File: config.mk
export PLATFORM = sky130hd
export DESIGN_NAME = shift_sched
export DESIGN_NICKNAME = d
export VERILOG_FILES = /design/src/rtl/shift_sched.sv
export SDC_FILE = /design/constraint.sdc
export NUM_CORES = 1
export LEC_CHECK = 0
export BUFFER_PORTS_ARGS = -buffer_cell sky130_fd_sc_hd__buf_2
export CAP_MARGIN = 25
export CORE_ASPECT_RATIO = 1.5
export CORE_MARGIN = 2
export CORE_UTILIZATION = 50
export CTS_CLUSTER_DIAMETER = 30
export DETAILED_ROUTE_END_ITERATION = 16
export PLACE_DENSITY = 0.9
export SYNTH_ARGS = -nofsm -noshare
export SYNTH_HDL_FRONTEND = slang
export SYNTH_SLANG_ARGS = --single-unit
File: constraint.sdc
create_clock -name clk -period 3.5 [get_ports clk]
set_input_delay 0.175 -clock clk [delete_from_list [all_inputs] [get_ports clk]]
set_output_delay 0.175 -clock clk [all_outputs]
set_load 0.05 [all_outputs]
File: src/rtl/shift_sched.sv
// Shared-shifter scheduler: arbitrates two requesters onto one iterative shifter,
// clamping wide shift amounts and returning tagged results over valid/ready.
module shift_sched #(
  parameter int WIDTH = 8,
  parameter int AMT_W = 36,
  parameter int STEP  = 4
) (
  input  logic             clk,
  input  logic             rst_n,
  input  logic             a_valid,
  output logic             a_ready,
  input  logic [WIDTH-1:0] a_data,
  input  logic [AMT_W-1:0] a_amt,
  input  logic [1:0]       a_op,
  input  logic             b_valid,
  output logic             b_ready,
  input  logic [WIDTH-1:0] b_data,
  input  logic [AMT_W-1:0] b_amt,
  input  logic [1:0]       b_op,
  output logic             res_valid,
  input  logic             res_ready,
  output logic [WIDTH-1:0] res_data,
  output logic             res_id,
  output logic [7:0]       done_cnt
);

  localparam int REM_W = $clog2(WIDTH + 1);
  localparam logic [REM_W-1:0] WIDTH_REM = REM_W'(WIDTH);
  localparam logic [REM_W-1:0] STEP_REM  = REM_W'(STEP);
  localparam logic [AMT_W-1:0] WIDTH_AMT = AMT_W'(WIDTH);

  typedef enum logic [1:0] {
    IDLE  = 2'd0,
    SHIFT = 2'd1,
    DONE  = 2'd2
  } state_t;

  state_t             state_r;
  state_t             state_nxt_s;
  logic               last_grant_r;
  logic               grant_s;
  logic               accept_s;
  logic               res_hs_s;
  logic [1:0]         op_r;
  logic               sign_r;
  logic [REM_W-1:0]   rem_r;
  logic [REM_W-1:0]   step_s;
  logic [REM_W-1:0]   rem_nxt_s;
  logic [REM_W-1:0]   eff_s;
  logic [WIDTH-1:0]   sel_data_s;
  logic [AMT_W-1:0]   sel_amt_s;
  logic [1:0]         sel_op_s;
  logic [WIDTH-1:0]   fill_s;
  logic [WIDTH-1:0]   work_nxt_s;

  // Round-robin grant and operand selection for the winning requester
  always_comb begin
    grant_s = 1'b0;
    if (a_valid && b_valid) begin
      grant_s = ~last_grant_r;
    end else if (b_valid) begin
      grant_s = 1'b1;
    end else begin
      grant_s = 1'b0;
    end
    sel_data_s = grant_s ? b_data : a_data;
    sel_amt_s  = grant_s ? b_amt  : a_amt;
    sel_op_s   = grant_s ? b_op   : a_op;
    // Compare the full-width amount so huge values with zero low bits still clamp
    if (sel_op_s == 2'b11) begin
      eff_s = {REM_W{1'b0}};
    end else if (sel_amt_s >= WIDTH_AMT) begin
      eff_s = WIDTH_REM;
    end else begin
      eff_s = sel_amt_s[REM_W-1:0];
    end
  end

  assign a_ready  = rst_n & (state_r == IDLE) & a_valid & ~grant_s;
  assign b_ready  = rst_n & (state_r == IDLE) & b_valid & grant_s;
  assign accept_s = a_ready | b_ready;
  assign res_hs_s = (state_r == DONE) & res_ready;

  // One shift step of at most STEP bits; ASR fills from the captured sign
  always_comb begin
    step_s     = (rem_r < STEP_REM) ? rem_r : STEP_REM;
    rem_nxt_s  = rem_r - step_s;
    fill_s     = ~({WIDTH{1'b1}} >> step_s);
    work_nxt_s = res_data;
    case (op_r)
      2'b00:   work_nxt_s = res_data << step_s;
      2'b01:   work_nxt_s = res_data >> step_s;
      2'b10:   work_nxt_s = (res_data >> step_s) | (sign_r ? fill_s : {WIDTH{1'b0}});
      default: work_nxt_s = res_data;
    endcase
  end

  // Next-state logic
  always_comb begin
    state_nxt_s = state_r;
    case (state_r)
      IDLE: begin
        if (accept_s) state_nxt_s = SHIFT;
        else          state_nxt_s = IDLE;
      end
      SHIFT: begin
        if (rem_nxt_s == {REM_W{1'b0}}) state_nxt_s = DONE;
        else                            state_nxt_s = SHIFT;
      end
      DONE: begin
        if (res_ready) state_nxt_s = IDLE;
        else           state_nxt_s = DONE;
      end
      default: state_nxt_s = IDLE;
    endcase
  end

  // State register
  always_ff @(posedge clk or negedge rst_n) begin
    if (!rst_n) begin
      state_r <= IDLE;
    end else begin
      state_r <= state_nxt_s;
    end
  end

  // Operand capture, iterative shift datapath and result bookkeeping
  always_ff @(posedge clk or negedge rst_n) begin
    if (!rst_n) begin
      res_data     <= {WIDTH{1'b0}};
      op_r         <= 2'b00;
      sign_r       <= 1'b0;
      rem_r        <= {REM_W{1'b0}};
      res_id       <= 1'b0;
      last_grant_r <= 1'b1;
      res_valid    <= 1'b0;
      done_cnt     <= 8'd0;
    end else begin
      res_valid <= (state_nxt_s == DONE);
      if (accept_s) begin
        res_data     <= sel_data_s;
        op_r         <= sel_op_s;
        sign_r       <= sel_data_s[WIDTH-1];
        rem_r        <= eff_s;
        res_id       <= grant_s;
        last_grant_r <= grant_s;
      end else if (state_r == SHIFT) begin
        res_data <= work_nxt_s;
        rem_r    <= rem_nxt_s;
      end else begin
        res_data <= res_data;
      end
      if (res_hs_s) begin
        done_cnt <= done_cnt + 8'd1;
      end else begin
        done_cnt <= done_cnt;
      end
    end
  end

endmodule

==> metrics.txt <==
status finished, final reports clean; fin crit period 2420 ps; setup violators final 0; Crit Path Class input pin to flop; R2R Path End state_r[0]; first-pass GRT wire length 10.5 mm; die area 5120 um2; drc violations 0; Synth Flop Type dfrtp_1; Hold Fails Final Rpt 0; Post-DRT Antenna Nets 0; CTS clk-pin slew, worst paths 100 ps; Netlist Area Pre-Place 2280 um2; Max-Cap Viols 0; Post-synth EDFFs 0; fill cell count 366; Total GRT Usage 26.4%; routed via count 2510; drt total wl 6.59 mm; crit-path max FO 19; Worst Max-Slew Pin Slew 972 ps; Seq/Total Area, Yosys 30.8%; area of the multi-input gates 1440 um2; synthesis warning total 0; CTS root buf clkbuf_8; # clock sinks 28; IO Count 117; Final Util 65.0%; Yosys cell types 58; Initial Util 51.0%; period utilisation layout 69.1%; WL/cell 15.9 um; required time worst endpoint 3670 ps; PD cells 845 nW/um2; worst path arrival time 2590 ps; leakage power 1.37 nW; CTS max path bufs 2; Fmax 0.413 GHz; Worst Setup SP rst_n; Reg-to-Reg Start rem_r[3]; crit path launch type input pin; Mapped Cells 259; Reg area 702 um2; antenna violations before repair 0; WHS 90.2 ps; diodes inserted 0; VDD IR max 0.330 mV; DIE HEIGHT 86.7 um; worst hold endpoint state_r[1]; H-tree depth 1; clk_lat worst skew 280 ps; Starting DRT DRC Count 126; Via density 6.06; total power after layout 2.46 mW; Mapped Nets 361; total setup buffers inserted after CTS 0; top cells by area, synth dfrtp_1 (30%), mux4_2 (6.9%), nand2_1 (5.6%), nor4_1 (4.4%), mux2i_1 (4.0%); FF-to-FF setup slack 1150 ps; CP endpoint kind flop; Slew headroom 35.2%; RD Place Congestion 0.900; row count 30; post-cts resize count 0; GRT overflow 0; TritonCTS clock tree yes; synth-to-layout area growth 27.5%; fin nets 469; cell taking the most area after synthesis dfrtp_1; hold_sp res_ready; hold path cells 2; post-synth top area share 29.7%; layout cells sized above 1 39.1%; Sum Neg Setup Slack 0 ps; #FFs+latches synth 28; hpwl dp 5.12 mm; Fin Clk Skew 3.77 ps; Pre-antenna DRT Iters 4; die width 59.1 um; Async S/R FF share, synth 100%; Reg2Reg Depth 8; PortBufs 116; final count of pins violating max slew 0; Core ar. 4470 um2; CTS buffer count 3; largest net degree at the start of global routing 28; vias in the first global route 2358; Min-Delay Path Class input pin to flop; synthesized area per cell 8.80 um2; RSZ-0062 raised after global routing false
==> critical path: stages <==
cell and delay, ps:
dlygate4sd3_1 550, buf_2 280, buf_4 320, nor3b_2 340, o21ai_2 170, a22oi_4 290
o21ai_2 140, mux2_1 320
==> layout make-up <==
cell class / count / share of cell area [%]
Clock buffer: 3 / 1.42
Clock inverter: 1 / 1.03
Inverter: 7 / 0.904
Multi-Input combinational cell: 208 / 49.6
Sequential cell: 28 / 24.2
Tap cell: 48 / 2.07
Timing Repair Buffer: 119 / 20.8
==> per-stage QoR <==
stage / instances / setup slack (ps) / instance area, um2
CTS: 414 / 1090 / 2910
finish: 414 / 1080 / 2910
global route: 414 / 898 / 2910
global placement: 409 / 1320 / 2820
floorplan: 259 / 1540 / 2280
detailed placement: 409 / 1200 / 2820
==> layer usage <==
layer  up-vias  routed length (um)  track usage (%)
met5         -                   0                0
li1       1186                   -                -
met2       118                3620             47.7
met1      1188                2430             30.9
met4         0                 148             11.0
met3        18                 400             2.84
==> report_power, final <==
part / internal (mW) / switching [mW] / total [mW]
registers: 0.457 / 0.252 / 0.709
logic: 0.563 / 0.922 / 1.49
clock network: 0.153 / 0.108 / 0.261
total: 1.17 / 1.28 / 2.46
==> layout by cell type, fill, tap and decap left out, drive strengths merged, types with 8 or more instances in the layout <==
cell / n
buf: 118
nor4: 17
a21oi: 12
nand2: 34
o21ai: 16
mux2i: 9
nor3: 8
dfrtp: 27
nand3: 10
a31oi: 9
nor2: 25
==> Yosys cell counts, types with 3 or more instances <==
master and count:
nand2b_1 3, a21oi_1 12, a211oi_1 4, nand2_1 34, xnor2_1 5, mux4_2 7, inv_1 7, dfrtp_1 27
nand3_1 9, nor4_1 16, nand4_1 6, a31oi_1 9, nor2_1 23, ha_1 5, o32ai_1 5, o21ai_0 13
mux2i_1 9, nor3_1 8, buf_2 8
==> worst max path at each step <==
| stage | endpoint | slack [ps] |
|---|---|---|
| 4_1_cts | res_data[6] | 1090 |
| 5_1_grt | res_data[6] | 900 |
| 6_report | res_data[6] | 1080 |
| 3_5_place_dp | res_valid | 1200 |
| 3_3_place_gp | res_data[1] | 1320 |
| 2_1_floorplan | res_valid | 1540 |
==> kinds of logic (layout without fill, tap and decap cells) <==
| group | Yosys count | in the layout | synth area share (%) |
|---|---|---|---|
| AND/OR/NAND/NOR | 112 | 112 | 25.2 |
| AO/OA/AOI/OAI | 63 | 63 | 19.4 |
| flip-flops | 28 | 28 | 30.8 |
| buffers and inverters | 23 | 130 | 5.99 |
| multiplexers | 20 | 20 | 13.0 |
| XOR/XNOR | 7 | 7 | 2.69 |
| adder cells (fa/ha/maj) | 5 | 5 | 2.75 |
| other | 1 | 1 | 0.165 |
==> registers in the layout, indices dropped and copies added (netlist names) <==
signal and count:
last_grant_r 1, state_r 2, res_valid 1, rem_r 4
sign_r 1, op_r 2, res_data 8, done_cnt 8
res_id 1
==> timing repair <==
| action | in CTS | in global routing |
|---|---|---|
| endpoints found under the hold margin | 9 | 0 |
| setup endpoints to repair | 0 | 0 |
| hold buffers | 1 | 0 |
Power figures use the tool's default switching activity.
